## src/rtl/mem_cmd_pkg.sv

```systemverilog
// Shared definitions for the memory command queue: default bus widths, the
// issue FSM state type and the packed command record.
// No ports (package).
package mem_cmd_pkg;

    localparam int unsigned MEM_ADDR_W = 5;
    localparam int unsigned MEM_DATA_W = 8;

    typedef enum logic [1:0] {
        StIdle,
        StIssue,
        StCapture,
        StResp
    } mem_cmd_state_e;

    typedef struct packed {
        logic                  write;
        logic [MEM_ADDR_W-1:0] addr;
        logic [MEM_DATA_W-1:0] wdata;
    } mem_cmd_t;

    // Width of a flattened {write, addr, wdata} command for arbitrary widths.
    function automatic int unsigned cmd_width(input int unsigned addr_w,
                                              input int unsigned data_w);
        return 1 + addr_w + data_w;
    endfunction

endpackage

```

## src/rtl/mem_cmd_queue_if.sv

```systemverilog
// Bundle of the command, response and memory-side signals of mem_cmd_queue.
//   slave  : seen by the queue (accepts req, drives rsp/mem/fifo_count)
//   master : seen by the surrounding system (drives req, rsp_ready, mem_rdata)
interface mem_cmd_queue_if #(
    parameter int unsigned DEPTH  = 4,
    parameter int unsigned ADDR_W = mem_cmd_pkg::MEM_ADDR_W,
    parameter int unsigned DATA_W = mem_cmd_pkg::MEM_DATA_W
);

    logic                    req_valid;
    logic                    req_ready;
    logic                    req_write;
    logic [ADDR_W-1:0]       req_addr;
    logic [DATA_W-1:0]       req_wdata;
    logic                    rsp_valid;
    logic                    rsp_ready;
    logic [DATA_W-1:0]       rsp_rdata;
    logic                    mem_read;
    logic                    mem_write;
    logic [ADDR_W-1:0]       mem_addr;
    logic [DATA_W-1:0]       mem_wdata;
    logic [DATA_W-1:0]       mem_rdata;
    logic [$clog2(DEPTH):0]  fifo_count;

    modport slave (
        input  req_valid, req_write, req_addr, req_wdata, rsp_ready, mem_rdata,
        output req_ready, rsp_valid, rsp_rdata, mem_read, mem_write, mem_addr, mem_wdata,
               fifo_count
    );

    modport master (
        output req_valid, req_write, req_addr, req_wdata, rsp_ready, mem_rdata,
        input  req_ready, rsp_valid, rsp_rdata, mem_read, mem_write, mem_addr, mem_wdata,
               fifo_count
    );

endinterface

```

## src/rtl/mem_cmd_fifo.sv

```systemverilog
// Synchronous FIFO holding flattened commands; head is visible combinationally.
// Ports:
//   clk, rst_n          clock, asynchronous active-low reset
//   push, push_data     write an entry (ignored when full)
//   pop, pop_data       remove the head entry (ignored when empty); pop_data = head
//   full, empty, count  occupancy status
module mem_cmd_fifo #(
    parameter int unsigned DEPTH = 4,
    parameter int unsigned WIDTH = 14
) (
    input  logic                   clk,
    input  logic                   rst_n,
    input  logic                   push,
    input  logic [WIDTH-1:0]       push_data,
    input  logic                   pop,
    output logic [WIDTH-1:0]       pop_data,
    output logic                   full,
    output logic                   empty,
    output logic [$clog2(DEPTH):0] count
);

    localparam int unsigned PTR_W = $clog2(DEPTH);
    localparam int unsigned CNT_W = PTR_W + 1;

    logic [WIDTH-1:0] storage [DEPTH];
    logic [PTR_W-1:0] wr_ptr_q, wr_ptr_d, rd_ptr_q, rd_ptr_d;
    logic [CNT_W-1:0] count_q, count_d;
    logic             do_push, do_pop;

    assign full     = (count_q == CNT_W'(DEPTH));
    assign empty    = (count_q == '0);
    assign count    = count_q;
    assign pop_data = storage[rd_ptr_q];
    assign do_push  = push && !full;
    assign do_pop   = pop && !empty;

    // DEPTH is a power of two, so plain pointer overflow wraps modulo DEPTH.
    always_comb begin
        wr_ptr_d = wr_ptr_q;
        rd_ptr_d = rd_ptr_q;
        count_d  = count_q;
        if (do_push) wr_ptr_d = wr_ptr_q + PTR_W'(1);
        if (do_pop)  rd_ptr_d = rd_ptr_q + PTR_W'(1);
        unique case ({do_push, do_pop})
            2'b10:   count_d = count_q + CNT_W'(1);
            2'b01:   count_d = count_q - CNT_W'(1);
            default: count_d = count_q;
        endcase
    end

    always_ff @(posedge clk or negedge rst_n) begin
        if (!rst_n) begin
            wr_ptr_q <= '0;
            rd_ptr_q <= '0;
            count_q  <= '0;
        end else begin
            wr_ptr_q <= wr_ptr_d;
            rd_ptr_q <= rd_ptr_d;
            count_q  <= count_d;
        end
    end

    // Payload needs no reset; occupancy alone decides what is valid.
    always_ff @(posedge clk) begin
        if (do_push) storage[wr_ptr_q] <= push_data;
    end

endmodule

```

## src/rtl/mem_cmd_queue.sv

```systemverilog
// Queues read/write commands and issues them one at a time to a simple
// synchronous memory; read data is returned on a valid/ready response port.
// Ports:
//   clk, rst_n  clock, asynchronous active-low reset
//   bus         mem_cmd_queue_if.slave: req_* command input, rsp_* read
//               response, mem_* memory strobes/address/data, fifo_count
module mem_cmd_queue
    import mem_cmd_pkg::*;
#(
    parameter int unsigned DEPTH  = 4,
    parameter int unsigned ADDR_W = MEM_ADDR_W,
    parameter int unsigned DATA_W = MEM_DATA_W
) (
    input  logic           clk,
    input  logic           rst_n,
    mem_cmd_queue_if.slave bus
);

    localparam int unsigned CMD_W = cmd_width(ADDR_W, DATA_W);
    localparam int unsigned CNT_W = $clog2(DEPTH) + 1;

    mem_cmd_state_e    state_q, state_d;
    logic              pop;
    logic [CMD_W-1:0]  push_data, head;
    logic              head_write;
    logic [ADDR_W-1:0] head_addr;
    logic [DATA_W-1:0] head_wdata;
    logic              fifo_full, fifo_empty;
    logic [CNT_W-1:0]  fifo_count;

    logic              mem_read_q, mem_read_d, mem_write_q, mem_write_d;
    logic [ADDR_W-1:0] mem_addr_q, mem_addr_d;
    logic [DATA_W-1:0] mem_wdata_q, mem_wdata_d;
    logic              rsp_valid_q, rsp_valid_d;
    logic [DATA_W-1:0] rsp_rdata_q, rsp_rdata_d;

    assign push_data                           = {bus.req_write, bus.req_addr, bus.req_wdata};
    assign {head_write, head_addr, head_wdata} = head;

    mem_cmd_fifo #(
        .DEPTH (DEPTH),
        .WIDTH (CMD_W)
    ) u_fifo (
        .clk       (clk),
        .rst_n     (rst_n),
        .push      (bus.req_valid && !fifo_full),
        .push_data (push_data),
        .pop       (pop),
        .pop_data  (head),
        .full      (fifo_full),
        .empty     (fifo_empty),
        .count     (fifo_count)
    );

    always_comb begin
        state_d     = state_q;
        pop         = 1'b0;
        mem_read_d  = 1'b0;
        mem_write_d = 1'b0;
        mem_addr_d  = mem_addr_q;
        mem_wdata_d = mem_wdata_q;
        rsp_valid_d = rsp_valid_q;
        rsp_rdata_d = rsp_rdata_q;
        unique case (state_q)
            StIdle: begin
                // Strobes are registered here so they are high for exactly the ISSUE cycle.
                if (!fifo_empty) begin
                    pop         = 1'b1;
                    mem_addr_d  = head_addr;
                    mem_wdata_d = head_wdata;
                    mem_read_d  = !head_write;
                    mem_write_d = head_write;
                    state_d     = StIssue;
                end
            end
            StIssue: begin
                state_d = mem_read_q ? StCapture : StIdle;
            end
            StCapture: begin
                // Memory returns data the cycle after it sampled mem_read.
                rsp_rdata_d = bus.mem_rdata;
                rsp_valid_d = 1'b1;
                state_d     = StResp;
            end
            StResp: begin
                if (bus.rsp_ready) begin
                    rsp_valid_d = 1'b0;
                    state_d     = StIdle;
                end
            end
            default: state_d = StIdle;
        endcase
    end

    always_ff @(posedge clk or negedge rst_n) begin
        if (!rst_n) begin
            state_q     <= StIdle;
            mem_read_q  <= 1'b0;
            mem_write_q <= 1'b0;
            mem_addr_q  <= '0;
            mem_wdata_q <= '0;
            rsp_valid_q <= 1'b0;
            rsp_rdata_q <= '0;
        end else begin
            state_q     <= state_d;
            mem_read_q  <= mem_read_d;
            mem_write_q <= mem_write_d;
            mem_addr_q  <= mem_addr_d;
            mem_wdata_q <= mem_wdata_d;
            rsp_valid_q <= rsp_valid_d;
            rsp_rdata_q <= rsp_rdata_d;
        end
    end

    assign bus.req_ready  = !fifo_full;
    assign bus.fifo_count = fifo_count;
    assign bus.mem_read   = mem_read_q;
    assign bus.mem_write  = mem_write_q;
    assign bus.mem_addr   = mem_addr_q;
    assign bus.mem_wdata  = mem_wdata_q;
    assign bus.rsp_valid  = rsp_valid_q;
    assign bus.rsp_rdata  = rsp_rdata_q;

endmodule

```

## src/flat_wrapper.sv

```systemverilog
// flat-port wrapper written by rule: the top's interface ports become plain ports
module mem_cmd_queue_flat import mem_cmd_pkg::*;
#(
    parameter int unsigned DEPTH  = 4,
    parameter int unsigned ADDR_W = MEM_ADDR_W,
    parameter int unsigned DATA_W = MEM_DATA_W
)
  (clk, rst_n, bus_req_valid, bus_req_write, bus_req_addr, bus_req_wdata, bus_rsp_ready, bus_mem_rdata, bus_req_ready, bus_rsp_valid, bus_rsp_rdata, bus_mem_read, bus_mem_write, bus_mem_addr, bus_mem_wdata, bus_fifo_count);
  mem_cmd_queue_if #(.DEPTH(DEPTH), .ADDR_W(ADDR_W), .DATA_W(DATA_W)) bus_i ();
  input  logic clk;
  input  logic rst_n;
  input wire logic [$bits(bus_i.req_valid)-1:0] bus_req_valid;
  input wire logic [$bits(bus_i.req_write)-1:0] bus_req_write;
  input wire logic [$bits(bus_i.req_addr)-1:0] bus_req_addr;
  input wire logic [$bits(bus_i.req_wdata)-1:0] bus_req_wdata;
  input wire logic [$bits(bus_i.rsp_ready)-1:0] bus_rsp_ready;
  input wire logic [$bits(bus_i.mem_rdata)-1:0] bus_mem_rdata;
  output wire logic [$bits(bus_i.req_ready)-1:0] bus_req_ready;
  output wire logic [$bits(bus_i.rsp_valid)-1:0] bus_rsp_valid;
  output wire logic [$bits(bus_i.rsp_rdata)-1:0] bus_rsp_rdata;
  output wire logic [$bits(bus_i.mem_read)-1:0] bus_mem_read;
  output wire logic [$bits(bus_i.mem_write)-1:0] bus_mem_write;
  output wire logic [$bits(bus_i.mem_addr)-1:0] bus_mem_addr;
  output wire logic [$bits(bus_i.mem_wdata)-1:0] bus_mem_wdata;
  output wire logic [$bits(bus_i.fifo_count)-1:0] bus_fifo_count;
  assign bus_i.req_valid = bus_req_valid;
  assign bus_i.req_write = bus_req_write;
  assign bus_i.req_addr = bus_req_addr;
  assign bus_i.req_wdata = bus_req_wdata;
  assign bus_i.rsp_ready = bus_rsp_ready;
  assign bus_i.mem_rdata = bus_mem_rdata;
  assign bus_req_ready = bus_i.req_ready;
  assign bus_rsp_valid = bus_i.rsp_valid;
  assign bus_rsp_rdata = bus_i.rsp_rdata;
  assign bus_mem_read = bus_i.mem_read;
  assign bus_mem_write = bus_i.mem_write;
  assign bus_mem_addr = bus_i.mem_addr;
  assign bus_mem_wdata = bus_i.mem_wdata;
  assign bus_fifo_count = bus_i.fifo_count;
  mem_cmd_queue #(.DEPTH(DEPTH), .ADDR_W(ADDR_W), .DATA_W(DATA_W)) u_core (.clk(clk), .rst_n(rst_n), .bus(bus_i));
endmodule
```

## config.mk

```make
export PLATFORM = sky130hd
export DESIGN_NAME = mem_cmd_queue_flat
export DESIGN_NICKNAME = d
export VERILOG_FILES = /design/src/rtl/mem_cmd_pkg.sv /design/src/rtl/mem_cmd_queue_if.sv /design/src/rtl/mem_cmd_fifo.sv /design/src/rtl/mem_cmd_queue.sv /design/src/flat_wrapper.sv
export SDC_FILE = /design/constraint.sdc
export NUM_CORES = 1
export LEC_CHECK = 0
export ABC_AREA = 1
export ABC_CLOCK_PERIOD_IN_PS = 1800
export CAP_MARGIN = 5
export CORE_ASPECT_RATIO = 1.1
export CORE_MARGIN = 4
export CORE_UTILIZATION = 45
export CTS_BUF_LIST = sky130_fd_sc_hd__clkbuf_4
export DETAILED_ROUTE_END_ITERATION = 8
export PLACE_DENSITY = 0.82
export SLEW_MARGIN = 15
export SYNTH_ARGS = -nofsm -noshare
export SYNTH_HDL_FRONTEND = slang
export SYNTH_SLANG_ARGS = --single-unit
```

## constraint.sdc

```tcl
create_clock -name clk -period 1.8 [get_ports clk]
set_input_delay 0.36 -clock clk [delete_from_list [all_inputs] [get_ports clk]]
set_output_delay 0.36 -clock clk [all_outputs]
set_load 0.02 [all_outputs]
```

==> results.yml <==
yosys:
  synth_area_leader_cell: "edfxtp_1"
  synth_area_um2: 3790
  postSynthAreaPerCell_um2: 10.2
  synth_area_leaders: "edfxtp_1 44%, dfrtp_1 22%, nand2_1 13%, inv_1 6.6%, nand3_1 5.0%"
  synth.distinct_cells: 23
  synth.top_cell.area_share: 0.443
  ys_warn_count: 0
  ys_seq_elements: 89
  netlist_instances: 371
  ys_seq_area_frac: 0.661
  syn_nets: 403
worst_setup_path:
  crit_path_start_kind: "flop"
  crit_arrival_ns: 2.04
  worst_setup_path_end_kind: "flop"
  crit_required_ns: 2.15
  path_class: "reg2reg"
  cp_max_fo: 4
detailed_routing:
  vias_per_cell: 4.63
  drt_wl_total_um: 7230
  wl_per_cell_um: 13.1
  highest_layer: "met4"
  first_iter_violations: 149
  ant_nets: 0
  firstDrtPassIters: 4
  route.met2.wl_um: 3560
  wl_met3_um: 470
  drc: 0
  vias: 2562
  wl_met1_um: 3100
cells_and_area:
  layout-drive-gt1-share: 0.115
  finalInstanceArea_um2: 4660
  area_delta_synth_final_pct: 23.0
  antenna_cells: 0
  seqCellArea_um2: 2510
  multi_input_area_um2: 958
  nFillCells: 652
  final_nets: 472
floorplan:
  fp.dieW_um: 95.5
  ios: 54
  dieArea_um2: 9960
  dieHeight_um: 104
  num_rows: 34
  initial_core_util: 0.472
  core_region_area_um2: 8040
clocking:
  root_buffer: "clkbuf_4"
  clockBufferDepth: 2
  cts_sinks: 89
  clk_latency_ns: 0.45
  cts.clk_slew.worst_paths_ns: 0.15
  cts_hold_buf: 0
  post_cts_buffers: 0
  cts_max_level: 3
  cts_buffers: 9
  cts_tree: "yes"
timing:
  slew_viol_final: 0
  max-slew-margin-rel: 0.689
  fin_crit_ns: 1.69
  fmax_ghz: 0.592
  finalClockSkew_ns: 0.0233
  rsz0062_at_grt: "false"
  finalSetupViolations: 0
  hold_viol: 0
  final.period_utilization: 0.939
  worst_pin_slew_ns: 0.466
run_status:
  outcome: "finished clean"
global_routing:
  grtUsageTotal: 0.158
  grt_pass1_wl_um: 12100
  grt_max_degree: 34
  antenna_found_initial: 0
  grt_pass1_vias: 2524
  grt.overflow.total: 0
job:
  cap_violations: 0
pwr:
  p_leak_nw: 2.30
  peakVddDrop_mv: 0.540
  p_total_mw: 7.53
  power_density_nw_per_um2: 1610
placement:
  place_area_um2: 4560
  gp_congestion: 0.771
  hpwl_um: 5180
  placement.io_buffers: 53
min_path:
  min_path_type: "in2async"
==> cell usage in the layout, fill, tap and decap left out <==
cell type / n
xnor2_1: 2
nand3_1: 37
inv_6: 1
clkinv_2: 2
nand3_4: 2
fa_2: 1
dlymetal6s2s_1: 6
nor2_1: 6
clkbuf_2: 1
nand3_2: 1
ha_4: 1
ha_1: 4
clkinv_4: 2
inv_4: 4
clkdlybuf4s50_1: 25
xor2_1: 3
clkinv_1: 1
inv_2: 2
nand2_2: 2
nand2_1: 134
nand2_4: 1
dlygate4sd2_1: 21
buf_4: 15
edfxtp_1: 56
buf_12: 2
dfrtp_2: 3
inv_8: 1
o21ai_0: 1
clkbuf_4: 9
a31oi_1: 1
inv_1: 64
o21ai_1: 1
a21oi_1: 1
a21o_1: 1
dfrtp_1: 30
a21oi_2: 1
==> metal layers <==
metal,global-route usage,up-vias
li1,-,1290
met1,0.195,1186
met2,0.255,77
met3,0.0557,9
met4,0.0498,0
met5,0,-
==> area by class of cell <==
class / count / share of cell area
sequential: 89 / 0.539
inverter: 70 / 0.0580
clock buffer: 9 / 0.0145
clock inverter: 7 / 0.0115
timing repair buffer: 70 / 0.143
multi-input combinational: 200 / 0.206
tap: 108 / 0.0290
==> power breakdown <==
group          internal [mW]  switching (mW)  leakage, nW
registers               2.83           0.274        0.914
logic                   1.29            2.16         1.31
clock network          0.299           0.681       0.0725
total                   4.41            3.12         2.30
==> final timing paths <==
| path | startpoint | to | slack, ns | depth (start not counted) |
|---|---|---|---|---|
| min | rst_n | u_core.bus.mem_write$_DFF_PN0_ | 0.26 | 2 |
| max in group asynchronous | rst_n | u_core.u_fifo.count[0]$_DFFE_PN0P_ | 1.36 | 2 |
| min in group clk | bus_mem_rdata[0] | u_core.bus.rsp_rdata[0]$_DFFE_PN0P_ | 0.46 | 3 |
| max | u_core.state_q[0]$_DFFE_PN0P_ | u_core.u_fifo.count[2]$_DFFE_PN0P_ | 0.11 | 9 |
| min reg2reg | u_core.bus.rsp_rdata[6]$_DFFE_PN0P_ | u_core.bus.rsp_rdata[6]$_DFFE_PN0P_ | 0.48 | 2 |
| max reg2reg | u_core.state_q[0]$_DFFE_PN0P_ | u_core.u_fifo.count[2]$_DFFE_PN0P_ | 0.11 | 9 |
==> synth_stat cells <==
| cell | count |
|---|---|
| edfxtp_1 | 56 |
| o21ai_0 | 2 |
| nand2_2 | 2 |
| buf_6 | 5 |
| nor2_1 | 6 |
| nand2_1 | 134 |
| xnor2_1 | 2 |
| nand3_1 | 38 |
| nand2_4 | 1 |
| a21oi_1 | 1 |
| ha_1 | 5 |
| a21oi_2 | 1 |
| buf_4 | 3 |
| a31oi_1 | 1 |
| dfrtp_1 | 33 |
| fa_1 | 1 |
| nand3_2 | 2 |
| clkinv_1 | 1 |
| inv_2 | 2 |
| a21o_1 | 1 |
| xor2_1 | 3 |
| inv_1 | 67 |
| buf_2 | 4 |
==> what timing repair did <==
item	in CTS	in global routing
setup endpoints to repair	22	7
resized for setup	23	7
endpoints found under the hold margin	0	0
==> flip-flops by register name (all words and copies together), names as in the netlist, 2 cells and up, named ones only <==
signal,flops
u_core.u_fifo.storage,56
u_core.bus.mem_wdata,8
u_core.bus.rsp_rdata,8
u_core.bus.mem_addr,5
u_core.u_fifo.count,3
u_core.u_fifo.rd_ptr_q,2
u_core.u_fifo.wr_ptr_q,2
==> stage by stage <==
stage / util / TNS, ns / hold WS [ns] / instances / setup WS [ns]
floorplan: - / 0 / 0.0644 / 371 / 0.00395
global placement: 0.567 / -0.0370 / 0.454 / 537 / -0.0370
detailed placement: 0.567 / -0.125 / 0.460 / 537 / -0.0734
CTS: 0.579 / 0 / 0.229 / 553 / 0.00222
global route: 0.580 / 0 / 0.222 / 553 / 0.0100
finish: 0.580 / 0 / 0.256 / 553 / 0.110
==> critical path, stage by stage (launching register included) <==
cell and delay, ns:
dfrtp_1 0.44, nor2_1 0.19, nand2_4 0.08, inv_4 0.07
ha_4 0.12, inv_1 0.06, fa_2 0.34, nand2_1 0.07
nand3_1 0.08, xor2_1 0.14
==> cell families (layout without fill, tap and decap cells) <==
logic type               count (synthesis)  count (layout)  synth area share
AO/OA/AOI/OAI                            6               6           0.00990
buffers and inverters                   82             156            0.0953
flip-flops                              89              89             0.661
adder cells (fa/ha/maj)                  6               6            0.0218
AND/OR/NAND/NOR                        183             183             0.200
XOR/XNOR                                 5               5            0.0115
No activity file was read; power rests on OpenSTA's default activity.
